`config.mk`:
```
export PLATFORM = sky130hd
export DESIGN_NAME = cpu_sequencer
export DESIGN_NICKNAME = d
export VERILOG_FILES = /design/src/rtl/cpu_sequencer.sv
export SDC_FILE = /design/constraint.sdc
export NUM_CORES = 1
export LEC_CHECK = 0
export BUFFER_PORTS_ARGS = -buffer_cell sky130_fd_sc_hd__clkbuf_2
export CORE_MARGIN = 2
export CORE_UTILIZATION = 35
export CTS_BUF_LIST = sky130_fd_sc_hd__clkbuf_4 sky130_fd_sc_hd__clkbuf_8
export CTS_CLUSTER_DIAMETER = 120
export CTS_CLUSTER_SIZE = 40
export DETAILED_ROUTE_END_ITERATION = 10
export SYNTH_ARGS = -nofsm -noshare
export SYNTH_HDL_FRONTEND = slang
export SYNTH_SLANG_ARGS = --single-unit
```
`constraint.sdc`:
```
create_clock -name clk -period 2.5 [get_ports clk]
set_input_delay 0.375 -clock clk [delete_from_list [all_inputs] [get_ports clk]]
set_output_delay 0.375 -clock clk [all_outputs]
set_load 0.02 [all_outputs]
```
`src/rtl/cpu_sequencer.sv`:
```
// Multi-cycle RV32I control sequencer: fetch/decode/execute/memory/writeback,
// memory request handshakes, PC/IR/RF write strobes, cycle/instret counters, sticky halt/fault.
module cpu_sequencer #(
  parameter int CNT_W   = 32,
  parameter int TIMEOUT = 255
) (
  input  logic             clk,
  input  logic             rst_n,
  input  logic             is_load,
  input  logic             is_store,
  input  logic             reg_we,
  input  logic             illegal,
  input  logic             halt_req,
  input  logic             imem_ready,
  input  logic             dmem_ready,
  output logic             imem_req,
  output logic             dmem_req,
  output logic             dmem_we,
  output logic             ir_we,
  output logic             pc_we,
  output logic             rf_we,
  output logic [2:0]       state,
  output logic             halted,
  output logic             fault,
  output logic [CNT_W-1:0] cycle_cnt,
  output logic [CNT_W-1:0] instret_cnt
);

  // Handshake: a request stays high every cycle of FETCH/MEM until the matching
  // ready is seen high in the same cycle; that cycle completes the transfer.

  typedef enum logic [2:0] {
    S_IDLE   = 3'd0,
    S_FETCH  = 3'd1,
    S_DECODE = 3'd2,
    S_EXEC   = 3'd3,
    S_MEM    = 3'd4,
    S_WB     = 3'd5,
    S_HALT   = 3'd6,
    S_FAULT  = 3'd7
  } state_t;

  localparam logic [15:0]      WAIT_MAX = 16'(TIMEOUT);
  localparam logic [CNT_W-1:0] CNT_ONE  = {{(CNT_W-1){1'b0}}, 1'b1};

  state_t           r_state;
  logic [15:0]      r_wait;
  logic [CNT_W-1:0] r_cycle;
  logic [CNT_W-1:0] r_instret;
  logic             w_timeout;

  assign w_timeout = (r_wait == WAIT_MAX);

  always_ff @(posedge clk or negedge rst_n) begin
    if (!rst_n) begin
      r_state   <= S_IDLE;
      r_wait    <= 16'd0;
      r_cycle   <= '0;
      r_instret <= '0;
    end else begin
      if (r_state != S_HALT && r_state != S_FAULT)
        r_cycle <= r_cycle + CNT_ONE;
      case (r_state)
        S_IDLE: begin
          r_state <= S_FETCH;
          r_wait  <= 16'd0;
        end
        S_FETCH: begin
          if (imem_ready)     r_state <= S_DECODE;
          else if (w_timeout) r_state <= S_FAULT;
          else                r_wait  <= r_wait + 16'd1;
        end
        S_DECODE: r_state <= illegal ? S_FAULT : S_EXEC;
        S_EXEC: begin
          if (is_load || is_store) begin
            r_state <= S_MEM;
            r_wait  <= 16'd0;
          end else begin
            r_state <= S_WB;
          end
        end
        S_MEM: begin
          if (dmem_ready)     r_state <= S_WB;
          else if (w_timeout) r_state <= S_FAULT;
          else                r_wait  <= r_wait + 16'd1;
        end
        S_WB: begin
          r_instret <= r_instret + CNT_ONE;
          if (halt_req) begin
            r_state <= S_HALT;
          end else begin
            r_state <= S_FETCH;
            r_wait  <= 16'd0;
          end
        end
        default: r_state <= r_state;
      endcase
    end
  end

  // Strobes depend on the live ready/decoder inputs so a zero-wait access costs no extra cycle.
  always_comb begin
    imem_req = 1'b0;
    dmem_req = 1'b0;
    dmem_we  = 1'b0;
    ir_we    = 1'b0;
    pc_we    = 1'b0;
    rf_we    = 1'b0;
    case (r_state)
      S_FETCH: begin
        imem_req = 1'b1;
        ir_we    = imem_ready;
      end
      S_MEM: begin
        dmem_req = 1'b1;
        dmem_we  = is_store;
      end
      S_WB: begin
        pc_we = 1'b1;
        rf_we = reg_we;
      end
      default: ;
    endcase
  end

  assign state       = r_state;
  assign halted      = (r_state == S_HALT);
  assign fault       = (r_state == S_FAULT);
  assign cycle_cnt   = r_cycle;
  assign instret_cnt = r_instret;

endmodule

```
# After elaboration in Yosys (flattened, before gate mapping)
# Index checks and enable logic that the tools add are counted.
word_totals:
  regBits: 83
  inputBits: 9
  out_inout_bits: 75
  elab_cells: 46
classes:
  n_addsub: 3
  n_eq_ne: 14
  mux: 19
  reduce_logical: 6
ops:
  columns: ["operator", "n"]
  rows:
  - ["2-to-1 mux 16 bit", 5]
  - ["one-hot mux 16 bit (5 select lines)", 1]
  - ["adder 32 x 1 -> 32 bit (second input constant)", 2]
  - ["one-hot mux 3 bit (6 select lines)", 1]
  - ["adder 16 x 1 -> 16 bit (second input constant)", 1]
  - ["== test 16 x 8 -> 1 bit (second input constant)", 1]
  - ["2-to-1 mux 3 bit", 5]
  - ["== test 3 bit (second input constant)", 4]
  - ["inequality test 2 bit (second input constant)", 4]
  - ["2-to-1 mux 1 bit", 7]
  - ["== test 3 x 2 -> 1 bit (second input constant)", 2]
  - ["inequality test 3 bit (second input constant)", 2]
  - ["nonzero test 6 bit", 1]
  - ["AND reduction 5 bit", 1]
  - ["nonzero test 5 bit", 1]
  - ["== test 3 x 1 -> 1 bit (second input constant)", 1]
  - ["zero test 3 bit", 1]
  - ["logical AND 1 bit", 1]
  - ["logical OR 1 bit", 1]

# Longest topological paths before layout
# Gate-level depths: netlist of the first run.
depth:
  depth_word: 4
  depth_mapped: 8
  mapped_depth_nobuf: 6

# Worst setup path before layout of the first run
# Ideal clock, no wire load.
synth_path:
  path_kind: "register to output"
  start: "register r_state[0] (netlist: state[0])"
  end: "output port rf_we"
  t_arrival_ns: 1.858
  required_ns: 2.125
  path_slack_ns: 0.267
  stages_incl_launch_ff: 6
  n_path_buf: 2
  path_cell_list: "dfrtp_1 buf_2 buf_1 inv_1 nor2_1 and2_1"
synth_between:
  elab_chain_len: 2
synth_lines:
  columns: ["element", "line_no", "rtl"]
  rows:
  - ["start: declaration", "46", "state_t r_state;"]
  - ["start signal: assignment", "73", "S_DECODE: r_state <= illegal ? S_FAULT : S_EXEC;"]
  - ["start signal: assignment", "96", "default: r_state <= r_state;"]
  - ["== test 3 bit", "109", "case (r_state)"]
  - ["2-to-1 mux 1 bit", "109", null]
  - ["end: declaration", "21", "output logic rf_we,"]
# No other way between the ends.

# Worst setup path after layout of the first run
layout_path:
  start: "register r_wait[9]"
  end: "register r_wait[9]"
layout_between:
  elab_chain_len: 4
  elab_cells_between_ends: 6
  cone_classes: "add/sub: 1; eq/ne: 1; mux: 4"
layout_lines:
  columns: ["element", "line_no", "rtl"]
  rows:
  - ["start: declaration", "47", "logic [15:0] r_wait;"]
  - ["start signal: assignment", "71", "else r_wait <= r_wait + 16'd1;"]
  - ["start signal: assignment", "85", "else r_wait <= r_wait + 16'd1;"]
  - ["adder 16 x 1 -> 16 bit or == test 16 x 8 -> 1 bit (tied branches)", "71, 85, 52", null]
  - ["2-to-1 mux 16 bit (*)", "70, 84", null]
  - ["2-to-1 mux 16 bit, on equally long branches", "83, 69", null]
  - ["one-hot mux 16 bit (5 select lines) (*)", "63", "case (r_state)"]
# Every way passes the cells marked *; elsewhere a longest branch is shown, timed or not. The select of a mux whose other input is x is not followed.
# A chain may end at the register's enable or synchronous reset.

==> impl_metrics.ini, run 1 <==
[run_status]
status = finished clean

[synth]
ys_warn_count = 0
yosysTopAreaCellShare_pct = 49.6
yosysTopAreaCell = dfrtp_1
synthCells = 414
synth_cell_type_count = 51
synthTopCellsByCount = 83 x dfrtp_1, 42 x nand2_1, 33 x xnor2_1
synth_seq_area_share_pct = 49.6
syn_area_mm2 = 0.00418
synth_edf_count = 0
synth-seq-cells = 83
synth_most_common_cell = dfrtp_1
ys.flop_type = dfrtp_1
synth_area_leaders = dfrtp_1 50%, xnor2_1 6.9%, xor2_1 6.7%, nand2_1 3.8%, nand3_1 3.5%
syn_nets = 427
avgSynthCellArea_um2 = 10.1
synthArstFlopShare_pct = 100

[die]
core_area_mm2 = 0.0116
die-area_mm2 = 0.0128
io_pins = 84
start_util_pct = 36.2
die_h_um = 113
std_cell_rows = 39
die_w_um = 113

[grt]
grt_first_pass_wirelength_mm = 15.8
antenna_found_initial = 0
grt_pass1_vias = 3204
grt_use_total_pct = 15.2
grt_max_degree = 42
gr-total-overflow = 0

[worst_hold_path]
worstHoldPathType = in -> async

[place]
gp_congestion = 0.901
dp.cells = 641
port_buffers = 83
dpl.hpwl_mm = 6.77

[layout]
seq_area_mm2 = 0.00208
fin_nets = 522
layout.cells.non_filler = 657
layout-drive-gt1-share_pct = 24.3
final.fill_count = 1115
multiInputGateArea_mm2 = 0.00201
diodes = 0
area_growth_syn_to_layout_pct = 21.1

[cts]
cts_setup_buffers = 0
numCtsBuffers = 9
cts_resized = 0
clock-sinks = 83
clkTransAtPathRegs_ps = 80
root_buffer = clkbuf_8
cts_tree = built
ctsHtreeMaxLevel = 3
cts_hold_buf = 0
clk_latency_ps = 350
cts_max_path_buffers = 2

[power]
vdd_ir_drop_max_v = 0.000385
powerDensity_mw_per_mm2 = 763
cellLeakagePower_nw = 2.51
total_power_w = 0.00387

[timing]
worst_pin_slew_ps = 557
fin_skew_ps = 6.02
period_share_pct = 86.5
setup-violations-final = 0
fmax_mhz = 462
fin_hold_ws_ps = 2.60
fin_crit_ps = 2160
finalMaxSlewViolations = 0
hold_viol_final = 0
rsz0062_at_grt = false
finalSetupTns_ps = 0
relSlewSlack_pct = 62.9

[routing]
drt.antenna.violating_nets = 0
firstDrtPassIters = 4
drt_iter0_drc = 153
vias_per_cell = 5.08
vias = 3340
totalWireLength_mm = 9.32
wl_per_cell_um = 14.2
drc = 0

[setup_path]
r2r_setup_slack_ps = 340
crit_chain = or4_1 -> nor3_1 -> and3_1 -> nor4_1 -> mux2i_1
critPathMaxStageDelay_ps = 550
cp.arrival_ps = 2390
worstPathMaxFanout = 16
cp-end-kind = flip-flop
crit_path_start_kind = flip-flop
required_ps = 2730
cp_slowest_cell = or4_1
critical_path_class = reg -> reg

[flow_run]
max_cap_viol_count = 0
flip-flops by register name, indices dropped and copies added (netlist names):
| signal | count |
|---|---|
| cycle_cnt | 32 |
| instret_cnt | 32 |
| state | 3 |
| r_wait | 16 |
cell usage in the layout, fill, tap and decap left out, types with 3 or more instances in the layout:
| master | n |
|---|---|
| o21ai_0 | 6 |
| mux2i_1 | 4 |
| and2_1 | 5 |
| o21ai_1 | 4 |
| nor4_1 | 5 |
| o31ai_1 | 8 |
| xor2_1 | 32 |
| nor2_1 | 32 |
| nand2_1 | 42 |
| buf_4 | 11 |
| clkbuf_2 | 82 |
| nand4_1 | 10 |
| clkbuf_8 | 10 |
| nand3_1 | 29 |
| inv_1 | 12 |
| a21oi_1 | 10 |
| ha_1 | 4 |
| or4_1 | 8 |
| or3_1 | 4 |
| and3_1 | 11 |
| bufinv_16 | 3 |
| and4_1 | 6 |
| nor3_1 | 16 |
| xnor2_1 | 33 |
| dfrtp_1 | 83 |
| nor2b_1 | 4 |
| nand2b_1 | 7 |
path summary, 6_finish.rpt:
path / from / to / cells past startpoint
min in group clk: imem_ready / state[2]$_DFFE_PN0P_ / 3
max in group asynchronous: rst_n / state[2]$_DFFE_PN0P_ / 2
max: r_wait[9]$_DFFE_PN0P_ / r_wait[9]$_DFFE_PN0P_ / 5
max reg2reg: r_wait[9]$_DFFE_PN0P_ / r_wait[9]$_DFFE_PN0P_ / 5
min: rst_n / cycle_cnt[28]$_DFFE_PN0P_ / 1
min reg2reg: instret_cnt[31]$_DFFE_PN0N_ / instret_cnt[31]$_DFFE_PN0N_ / 1
per-layer routing:
| layer | vias to the layer above | share of wire (%) | GRT usage (%) |
|---|---|---|---|
| li1 | 1638 | - | - |
| met1 | 1611 | 47 | 20.1 |
| met2 | 84 | 48 | 24.8 |
| met3 | 7 | 4.7 | 3.43 |
| met4 | 0 | 0.93 | 5.20 |
| met5 | - | 0 | 0 |
power breakdown:
group          total [W]  leakage, nW  switching [W]  internal (W)
clock            0.00118        0.127       0.000478      0.000699
combinational    0.00104         1.25       0.000653      0.000392
sequential       0.00165         1.14       0.000180       0.00146
kinds of logic (layout without fill, tap and decap cells):
logic type / Yosys count / after routing / synth area share [%]
compound gates: 37 / 37 / 5.71
xor+xnor: 65 / 65 / 13.6
fa+ha+maj: 4 / 4 / 1.20
buf+inv: 22 / 122 / 2.33
flops: 83 / 83 / 49.6
mux: 6 / 6 / 1.50
simple gates: 197 / 197 / 26.0
area by class of cell:
type | count | share of cell area [%]
clock inverters | 5 | 1.97
multi-input cells | 309 | 39.6
flip-flops and latches | 83 | 41.0
clock buffers | 11 | 2.86
inverters | 12 | 0.889
repair buffers | 94 | 10.1
well taps | 143 | 3.53
per-stage QoR:
stage	setup slack, ps	instance area, um2	util, %
2_1_floorplan	267	4180	-
3_3_place_gp	370	4820	41.7
3_5_place_dp	357	4820	41.7
4_1_cts	318	5070	43.8
5_1_grt	144	5070	43.8
6_report	337	5070	43.8
critical path: cells and delay by family, from the launching register on:
family        cells  cell delay [ps]
simple gates      4             1470
mux               1              140
flops             1              430
Power figures use the tool's default switching activity.
==> run 2: changes to the inputs <==
clock period = 2.45 ns   (was 2.5 ns; I/O delays follow)
==> run 2 against run 1 <==
Effect of this change: sequential power about the same; die area did not move; sequential cell count stayed put; clock skew up 0.75 ps; clock power down 12%; combinational power up 4%; clock-buffer cell count unchanged; via count fell by 0.99%.
==> impl_metrics.ini, run 2 (synthesis results as in run 1) <==
[cts]
clock-sinks = 83
cts_setup_buffers = 0
root_buffer = clkbuf_8
clk_latency_ps = 340
clkTransAtPathRegs_ps = 80
ctsHtreeMaxLevel = 3
cts_resized = 0
cts_max_path_buffers = 2
cts_hold_buf = 0
cts_tree = built
numCtsBuffers = 9

[timing]
setup-violations-final = 0
rsz0062_at_grt = false
fin_crit_ps = 2140
fmax_mhz = 468
hold_viol_final = 0
relSlewSlack_pct = 58.3
finalSetupTns_ps = 0
fin_skew_ps = 6.77
worst_pin_slew_ps = 625
finalMaxSlewViolations = 0
fin_hold_ws_ps = 41.5
period_share_pct = 87.2

[place]
dpl_cell_area_mm2 = 0.00482
gp_congestion = 0.913
dpl.hpwl_mm = 6.86
port_buffers = 83

[routing]
vias_per_cell = 5.06
firstDrtPassIters = 4
drt_iter0_drc = 234
vias = 3307
drc = 0
totalWireLength_mm = 9.31
drt.antenna.violating_nets = 0
wl_per_cell_um = 14.2

[grt]
grt_use_total_pct = 15.2
antenna_found_initial = 0
grt_pass1_vias = 3246
gr-total-overflow = 0
grt_max_degree = 49
grt_first_pass_wirelength_mm = 15.8

[setup_path]
crit_start = r_wait[9]$_DFFE_PN0P_
r2r-end = r_wait[9]$_DFFE_PN0P_
critical_path_class = reg -> reg
required_ps = 2670
r2r_setup_slack_ps = 310
cp.arrival_ps = 2360
cp-endpoint = r_wait[9]$_DFFE_PN0P_
cp-end-kind = flip-flop
worstRegToRegCells = 5
crit_path_start_kind = flip-flop
worstPathMaxFanout = 16
r2r_start = r_wait[9]$_DFFE_PN0P_

[layout]
layout.cells.most_common = dfrtp_1
layout-drive-gt1-share_pct = 23.9
fin_nets = 521
final_cell_mix = 83 x dfrtp_1, 82 x clkbuf_2, 42 x nand2_1, 33 x xnor2_1
diodes = 0
area_growth_syn_to_layout_pct = 20.0
fin_area_mm2 = 0.00502

[power]
total_power_w = 0.00379
vdd_ir_drop_max_v = 0.000346
powerDensity_mw_per_mm2 = 755
cellLeakagePower_nw = 2.48

[worst_hold_path]
worstHoldPathType = in -> async

[die]
die_w_um = 113
core_area_mm2 = 0.0116
std_cell_rows = 39
io_pins = 84
start_util_pct = 36.2
die-area_mm2 = 0.0128
die_h_um = 113

[run_status]
status = finished clean

[flow_run]
max_cap_viol_count = 0
[run 2: worst min path at each step]
stage	from	to	cells past startpoint
2_1_floorplan	rst_n	cycle_cnt[0]$_DFFE_PN0P_	0
3_3_place_gp	rst_n	cycle_cnt[3]$_DFFE_PN0P_	1
3_5_place_dp	rst_n	cycle_cnt[3]$_DFFE_PN0P_	1
4_1_cts	rst_n	r_wait[9]$_DFFE_PN0P_	1
5_1_grt	rst_n	cycle_cnt[3]$_DFFE_PN0P_	1
6_report	rst_n	cycle_cnt[3]$_DFFE_PN0P_	1
[run 2: final cells by class]
class                           count  area [um2]
Multi-Input combinational cell    309        2010
Clock buffer                       11         139
Tap cell                          143         179
Inverter                           12        45.0
Fill cell                        1124        6550
Timing Repair Buffer               93         505
Sequential cell                    83        2080
Clock inverter                      3        65.1
[run 2: metal layers]
metal,vias up,wire (um),GRT usage [%]
li1,1632,-,-
met1,1610,4400,20.6
met2,56,4500,24.1
met3,9,307,3.32
met4,0,99,5.53
met5,-,0,0
[run 2: power by group]
group | internal [W] | leakage (nW) | switching, W
registers | 0.00150 | 1.14 | 0.000174
clock network | 0.000585 | 0.106 | 0.000456
logic | 0.000400 | 1.24 | 0.000680
[run 2: worst max-delay path: stages (launching register included)]
cell and delay, ps:
dfrtp_1 420, or4_1 540, nor3_1 250, and3_1 520, nor4_1 140, mux2i_1 140
[run 2: metrics by stage]
step                      utilization (%)  worst slack [ps]  instances
after floorplan                         -               225        414
after global placement               41.6               396        640
after CTS                            43.4               271        654
after detailed placement             41.6               329        640
after global routing                 43.4               120        654
final                                43.4               314        654
==> run 3: changes to the inputs <==
HOLD_SLACK_MARGIN = 0.1   (was default)
PLACE_DENSITY = 0.62   (was default)
==> run 3 against run 2 <==
Effect of this change: sequential share of layout area down 0.25 points; worst setup slack worse by 83 ps; global-route usage up 0.35 points; clock-buffer cell count up 3; sequential cell count unchanged; clock power about the same; power up 0.78%; register-to-register slack worse by 80 ps; die area unchanged; non-clock buffer count up 2; critical path type unchanged; largest cell class unchanged; highest routed layer unchanged.
==> impl_metrics.ini, run 3 (synthesis results as in run 1) <==
[timing]
hold_viol_final = 0
relSlewSlack_pct = 65.8
period_share_pct = 90.6
fin_hold_ws_ps = 432
worst_slack_ps = 231
worst_pin_slew_ps = 512
fmax_mhz = 451
fin_crit_ps = 2220
setup-violations-final = 0
rsz0062_at_grt = false
fin_skew_ps = 6.81
finalSetupTns_ps = 0
finalMaxSlewViolations = 0

[layout]
diodes = 0
final_cell_mix = 83 x dfrtp_1, 82 x clkbuf_2, 42 x nand2_1, 33 x xnor2_1
multiInputGateArea_mm2 = 0.00201
final.fill_count = 1129
seq_area_mm2 = 0.00208
fin_nets = 523
area_growth_syn_to_layout_pct = 20.7
layout.cells.non_filler = 657
layout-drive-gt1-share_pct = 24.1
layout.cells.most_common = dfrtp_1

[cts]
cts_max_path_buffers = 2
clk_latency_ps = 350
root_buffer = clkbuf_8
cts_tree = built
numCtsBuffers = 9
clock-sinks = 83
ctsHtreeMaxLevel = 3
clkTransAtPathRegs_ps = 80
cts_setup_buffers = 0

[place]
place_ws_ps = 289
dpl.hpwl_mm = 6.84
gp_congestion = 0.914
dp.cells = 641
port_buffers = 83

[setup_path]
r2r_setup_slack_ps = 230
cp-end-kind = flip-flop
worstRegToRegCells = 5
worstPathMaxFanout = 17
required_ps = 2720
r2r-end = r_wait[4]$_DFFE_PN0P_
r2r_start = state[0]$_DFFE_PN0P_
critical_path_class = reg -> reg
cp.arrival_ps = 2490
crit_path_start_kind = flip-flop

[power]
p_switching_w = 0.00132
vdd_ir_drop_max_v = 0.000384
switching_share_pct = 34.7
p_comb_share_pct = 28.6
intPower_w = 0.00250
powerDensity_mw_per_mm2 = 756
power_frac_seq_pct = 43.8
cellLeakagePower_nw = 2.50
power_frac_clock_pct = 27.6

[die]
io_pins = 84
die_h_um = 113
start_util_pct = 36.2
die-area_mm2 = 0.0128
die_w_um = 113
std_cell_rows = 39
core_area_mm2 = 0.0116

[grt]
grt_use_total_pct = 15.6
grt_first_pass_wirelength_mm = 16.3
antenna_found_initial = 0
grtUsageMet2_pct = 24.7
grt_use_met3_pct = 3.21
grt.busiest_layer = met2
gr-total-overflow = 0
grt_pass1_vias = 3403
grt_max_degree = 49
use_met1_pct = 20.6

[routing]
firstDrtPassIters = 4
vias_per_cell = 5.12
drt_iter0_drc = 159
totalWireLength_mm = 9.29
vias = 3366
wl_per_cell_um = 14.1
drc = 0
drt.antenna.violating_nets = 0

[worst_hold_path]
min_to = state[2]$_DFFE_PN0P_
min_path_cells = 3
worstHoldStart = imem_ready
worstHoldPathType = in -> reg

[run_status]
status = finished clean

[flow_run]
max_cap_viol_count = 0
run 3: layout make-up:
type | instances | share of cell area (%)
well taps | 143 | 3.54
repair buffers | 95 | 10.4
inverters | 12 | 0.892
clock buffers | 14 | 3.69
multi-input cells | 309 | 39.8
flip-flops and latches | 83 | 41.1
clock inverters | 1 | 0.595
run 3: worst max-delay path, cell delays in order (launching register included):
cell and delay [ps]:
dfrtp_1 590, o21ai_0 250, a22oi_2 320, nand2_2 270, or4_1 540, a21oi_1 170
run 3: what timing repair did:
item	CTS	global route
gates resized for setup	0	0
hold buffers	1	0
setup endpoints to repair	0	0
endpoints found under the hold margin	35	0
run 3: metrics by stage:
stage / total power, W / util (%) / cell area [um2]
3_3_place_gp: 0.00278 / 41.7 / 4820
2_1_floorplan: 0.00242 / - / 4180
5_1_grt: 0.00409 / 43.7 / 5050
3_5_place_dp: 0.00281 / 41.7 / 4820
6_report: 0.00382 / 43.7 / 5050
4_1_cts: 0.00388 / 43.7 / 5050
run 3: power groups by stage:
stage | logic [W] | registers (W) | clock network, W
floorplan | 0.000639 | 0.00178 | 0
global placement | 0.00109 | 0.00169 | 0
detailed placement | 0.00111 | 0.00170 | 0
CTS | 0.00111 | 0.00167 | 0.00110
global route | 0.00122 | 0.00170 | 0.00116
finish | 0.00109 | 0.00167 | 0.00105
run 3: worst max path at each step:
stage	cells past startpoint	endpoint	start
after floorplan	5	rf_we	state[0]$_DFFE_PN0P_
after global placement	5	r_wait[9]$_DFFE_PN0P_	r_wait[9]$_DFFE_PN0P_
after detailed placement	5	r_wait[5]$_DFFE_PN0P_	state[0]$_DFFE_PN0P_
after CTS	5	r_wait[7]$_DFFE_PN0P_	state[0]$_DFFE_PN0P_
after global routing	5	r_wait[4]$_DFFE_PN0P_	state[0]$_DFFE_PN0P_
final	5	r_wait[4]$_DFFE_PN0P_	state[0]$_DFFE_PN0P_
run 3: per-layer routing:
metal,vias to the layer above,share of wire (%)
li1,1642,-
met1,1651,47
met2,63,48
met3,10,4.4
met4,0,1.4
met5,-,0
